===== src/rtl/instr_fetch_pkg.sv =====
// Shared fetch-stage definitions: widths, HALT encoding, PC/instruction types
// and the fetch FSM state encoding.
package fetch_pkg;

  localparam int unsigned AW = 6;
  localparam int unsigned IW = 16;
  localparam int unsigned CW = 16;
  localparam int unsigned DEPTH = 2 ** AW;

  localparam logic [IW-1:0] HALT_WORD = 16'hE000;

  typedef logic [AW-1:0] pc_t;
  typedef logic [IW-1:0] instr_t;

  typedef enum logic {
    RUN    = 1'b0,
    HALTED = 1'b1
  } fetch_state_t;

endpackage


===== src/rtl/instr_fetch.sv =====
// Fetch stage: reads the instruction ROM at pc_q and presents one instruction
// plus its PC to decode per cycle over valid/ready. Supports branch redirect
// and stops fetching once a HALT word is accepted.
//
// Ports:
//   clk            clock, all state on rising edge
//   reset          synchronous active-high reset
//   imem_i         ROM contents, packed word array indexed by PC
//   ready_i        decode can take an instruction this cycle
//   redirect_i     branch taken: flush and refetch from redirect_pc_i
//   redirect_pc_i  branch target address
//   instr_o        instruction presented to decode
//   pc_o           address of instr_o
//   valid_o        instr_o/pc_o valid
//   halted_o       fetch stopped on HALT_WORD
//   fetch_count_o  saturating count of accepted instructions
module instr_fetch
  import fetch_pkg::*;
(
  input  logic                         clk,
  input  logic                         reset,
  input  logic [DEPTH-1:0][IW-1:0]     imem_i,
  input  logic                         ready_i,
  input  logic                         redirect_i,
  input  logic [AW-1:0]                redirect_pc_i,
  output logic [IW-1:0]                instr_o,
  output logic [AW-1:0]                pc_o,
  output logic                         valid_o,
  output logic                         halted_o,
  output logic [CW-1:0]                fetch_count_o
);

  fetch_state_t state_q, state_d;
  pc_t          pc_q, pc_d;
  instr_t       instr_d;
  pc_t          pc_out_d;
  logic         valid_d;
  logic         halted_d;
  logic [CW-1:0] count_d;

  logic accept;
  logic slot_free;

  // State and output registers.
  always_ff @(posedge clk) begin
    if (reset) begin
      state_q       <= RUN;
      pc_q          <= '0;
      instr_o       <= '0;
      pc_o          <= '0;
      valid_o       <= 1'b0;
      halted_o      <= 1'b0;
      fetch_count_o <= '0;
    end else begin
      state_q       <= state_d;
      pc_q          <= pc_d;
      instr_o       <= instr_d;
      pc_o          <= pc_out_d;
      valid_o       <= valid_d;
      halted_o      <= halted_d;
      fetch_count_o <= count_d;
    end
  end

  // Next-state: redirect beats accept/load, which beats hold.
  always_comb begin
    state_d   = state_q;
    pc_d      = pc_q;
    instr_d   = instr_o;
    pc_out_d  = pc_o;
    valid_d   = valid_o;
    halted_d  = halted_o;
    count_d   = fetch_count_o;

    accept    = valid_o && ready_i;
    slot_free = !valid_o || ready_i;

    // Accepts count even in a redirect cycle; saturate instead of wrapping.
    if (accept && (fetch_count_o != {CW{1'b1}})) begin
      count_d = fetch_count_o + CW'(1);
    end

    if (redirect_i) begin
      pc_d     = redirect_pc_i;
      valid_d  = 1'b0;
      state_d  = RUN;
      halted_d = 1'b0;
    end else begin
      unique case (state_q)
        RUN: begin
          if (accept && (instr_o == HALT_WORD)) begin
            state_d  = HALTED;
            halted_d = 1'b1;
            valid_d  = 1'b0;
          end else if (slot_free) begin
            instr_d  = imem_i[pc_q];
            pc_out_d = pc_q;
            valid_d  = 1'b1;
            pc_d     = pc_q + AW'(1);
          end
        end
        HALTED: begin
          valid_d = 1'b0;
        end
        default: begin
          state_d = RUN;
        end
      endcase
    end
  end

endmodule


===== config.mk =====
export PLATFORM = sky130hd
export DESIGN_NAME = instr_fetch
export DESIGN_NICKNAME = d
export VERILOG_FILES = /design/src/rtl/instr_fetch_pkg.sv /design/src/rtl/instr_fetch.sv
export SDC_FILE = /design/constraint.sdc
export NUM_CORES = 1
export LEC_CHECK = 0
export ABC_AREA = 1
export CORE_AREA = 2 2 413 415
export DETAILED_ROUTE_END_ITERATION = 6
export DIE_AREA = 0 0 415 417
export SYNTH_ARGS = -nofsm -noshare
export SYNTH_HDL_FRONTEND = slang
export SYNTH_SLANG_ARGS = --single-unit

===== constraint.sdc =====
create_clock -name clk -period 2 [get_ports clk]
set_clock_uncertainty 0.1 [all_clocks]
set_input_delay 0.2 -clock clk [delete_from_list [all_inputs] [get_ports clk]]
set_output_delay 0.2 -clock clk [all_outputs]
set_load 0.01 [all_outputs]

==> summary.md <==
| Metric | Value |
|---|---|
| Status | complete, but fails checks |
| Failing checks | setup timing |
| Input/output buffers | 1073 |
| CTS H-Tree Depth | 2 |
| Final WL | 169 mm |
| Setup_tns | -5.16 ns |
| Synth warn | 0 |
| Top-Level Pins | 1074 |
| Via density | 3.90 |
| Peak supply drop | 0.000346 V |
| Remaining DRCs | 0 |
| Rel. slew slack | 51.6% |
| Critical Path Fanout Max | 11 |
| Area after DPL | 0.0288 mm^2 |
| Die X | 415 um |
| TritonCTS clock tree | yes |
| Fillers | 19400 |
| Worst path top cell family by delay | simple AND/OR/NAND/NOR gates |
| Slew Limit Fails | 0 |
| First-pass GRT wire length | 216 mm |
| Synth Net Count | 3885 |
| Area Overhead vs Synth | 144% |
| #FFs+latches synth | 47 |
| Fin crit share | 118% |
| Hold buffer count at CTS | 0 |
| Cells after Synth | 2849 |
| Worst EP arrival | 2.48 ns |
| Top-count cell post-synth | nand2_1 |
| Worst-path clk slew | 0.08 ns |
| Sequential area share after synthesis | 7.32% |
| CTS root buffer | clkbuf_16 |
| Hold_sp | fetch_count_o[8] |
| Total core area | 0.169 mm^2 |
| DR WL/cell | 26.7 um |
| Critical-path cell list | buf_4 -> buf_4 -> clkbuf_16 -> nor2_1 -> nor2_1 -> o21ai_0 -> nand3_2 -> buf_12 -> nand3_1 -> nand2_2 -> nand3_2 -> nand3_2 -> nand2_1 -> inv_1 |
| Share of cells above drive strength 1 | 16.3% |
| Synth area leaders | nand2_1, nor2_1, nand3_1, o21ai_0, dfxtp_1 |
| Placer Congestion | 0.976 |
| Async set-reset flop share out of synthesis | 0% |
| Antenna-violating nets left | 0 |
| Fin. Hold Viols | 0 |
| CP Buf/Inv Count | 5 |
| DRT Pass-1 Iters | 6 |
| Syn_area_per_cell | 4.51 um^2 |
| Gr usage total | 18.5% |
| # placed instances | 6263 |
| Netlist cell types | 32 |
| Largest net degree at the start of global routing | 42 |
| Row count | 151 |
| Die Span Y | 417 um |
| Max cap viols | 0 |
| Slew @ Worst Pin | 0.726 ns |
| Worst path required time | 2.12 ns |
| R2r startpoint | pc_q[0] |
| Grt ovf | 0 |
| Die Footprint | 0.173 mm^2 |
| Yosys top cell area share | 29.6% |
| Worst Setup End Kind | flip-flop |
| Most common library cells after synthesis | nand2_1, nor2_1, nand3_1 |
| Leak pwr | 13.3 nW |
| Finish-stage setup viols | 16 |
| Place WS | -1.15 ns |
| Critical path class | flip-flop to flip-flop |
| Final #Nets | 5133 |
| Mapped Area | 0.0129 mm^2 |
| Beginning of the critical path | pc_q[0] |
| Fmax | 0.425 GHz |
| Worst hold-check path type | flip-flop to flip-flop |
| DRT iter0 DRCs | 2325 |
| Hpwl dp | 142 mm |
| Clk Latency, worst-skew pair | 0.32 ns |
| CP peak stage delay | 0.38 ns |
| Cts bufs inserted | 5 |
| Final non-filler cell total | 6334 |
| Via count | 24700 |
| Initial antenna violation count | 69 |
| Post-route cell area | 0.0314 mm^2 |
| Power per cell area | 360 mW/mm^2 |
| Critical path's most frequent cell | nand3_2 |
| Vias in the first global route | 23700 |
| Initial Utilization | 7.63% |
| CP max-delay cell | dfxtp_4 |
| Clock Sink Count | 47 |
| Post-synth EDFFs | 0 |
| CP Launch Type | flip-flop |
| Commonest register cell after synthesis | dfxtp_1 |
| RSZ-0062 raised after global routing | yes |
| Clock buffer depth | 2 |
| Post-route setup slack | -0.354 ns |
| Final min period | 2.35 ns |
| Synth area leader | nand2_1 |
==> worst paths after layout <==
check	depth (start not counted)	slack, ns	to
min	2	0.41	fetch_count_o[8]
max reg2reg	14	-0.35	instr_o[12]
max	14	-0.35	instr_o[12]
min reg2reg	2	0.41	fetch_count_o[8]
==> registers in the layout, indices dropped and copies added (netlist names) <==
signal,cells
fetch_count_o,16
halted_o,1
instr_o,16
pc_o,6
pc_q,6
state_q,1
valid_o,1
==> worst register-to-register path, delay by kind of cell, from the launching register on <==
family | cells | cell delay, ns
simple gates | 8 | 0.96
buf+inv | 5 | 0.72
flops | 1 | 0.38
compound gates | 1 | 0.10
==> cell families (layout without fill, tap and decap cells) <==
family | count (synthesis) | count (layout) | synth area share, %
other | 0 | 18 | 0
DFF | 47 | 47 | 7.32
buffers and inverters | 376 | 1625 | 12.7
AOI/OAI and AO/OA | 391 | 391 | 15.8
adders and majority gates | 2 | 2 | 0.195
and+or+nand+nor | 2029 | 2029 | 63.7
xor gates and xnor gates | 4 | 4 | 0.273
==> where the power goes <==
group          switching (W)  total [W]  internal, W
clock network       0.000458    0.00106     0.000597
registers          0.0000636    0.00106     0.000994
logic                0.00479    0.00918      0.00439
==> cell usage in the layout, fill, tap and decap left out, types with 70 or more instances in the layout <==
| cell | n |
|---|---|
| clkdlybuf4s50_1 | 1069 |
| nand2_1 | 941 |
| nor2_1 | 541 |
| nand3_1 | 325 |
| buf_4 | 256 |
| o21ai_0 | 228 |
| inv_1 | 131 |
| buf_12 | 74 |
| nand3_2 | 72 |
| a21oi_1 | 70 |
==> per-stage QoR <==
step	total power [W]	utilization [%]	hold slack (ns)
after detailed placement	0.00934	17.1	0.393
after floorplan	0.00371	-	0.245
after global placement	0.00936	17.1	0.380
after CTS	0.0113	18.3	0.408
final	0.0113	18.6	0.408
after global routing	0.0120	18.6	0.436
==> routing by layer <==
layer  GRT usage, %  share of wire, %  wire, um
met1           23.9                43     72800
met2           31.5                48     81100
met3           3.51               6.8     11500
met4           4.11               2.2      3780
met5              0              0.13       221
==> final cells by class <==
type	count	area, um^2	area share [%]
Inverter	153	628	2.00
Tap cell	2218	2780	8.85
Multi-Input combinational cell	2426	11400	36.3
Clock buffer	5	125	0.399
Timing Repair Buffer	1462	15400	49.0
Antenna cell	18	45.0	0.144
Clock inverter	3	46.3	0.148
Sequential cell	47	957	3.05
Timing Repair inverter	2	27.5	0.0878
==> timing repair <==
item / 4_1_cts / 5_1_grt
setup buffers: 22 / 7
endpoints found under the hold margin: 0 / 0
setup endpoints to repair: 26 / 34
pin swaps: 51 / 32
cloned: 18 / 4
resized for setup: 331 / 101
Power figures use the tool's default switching activity.
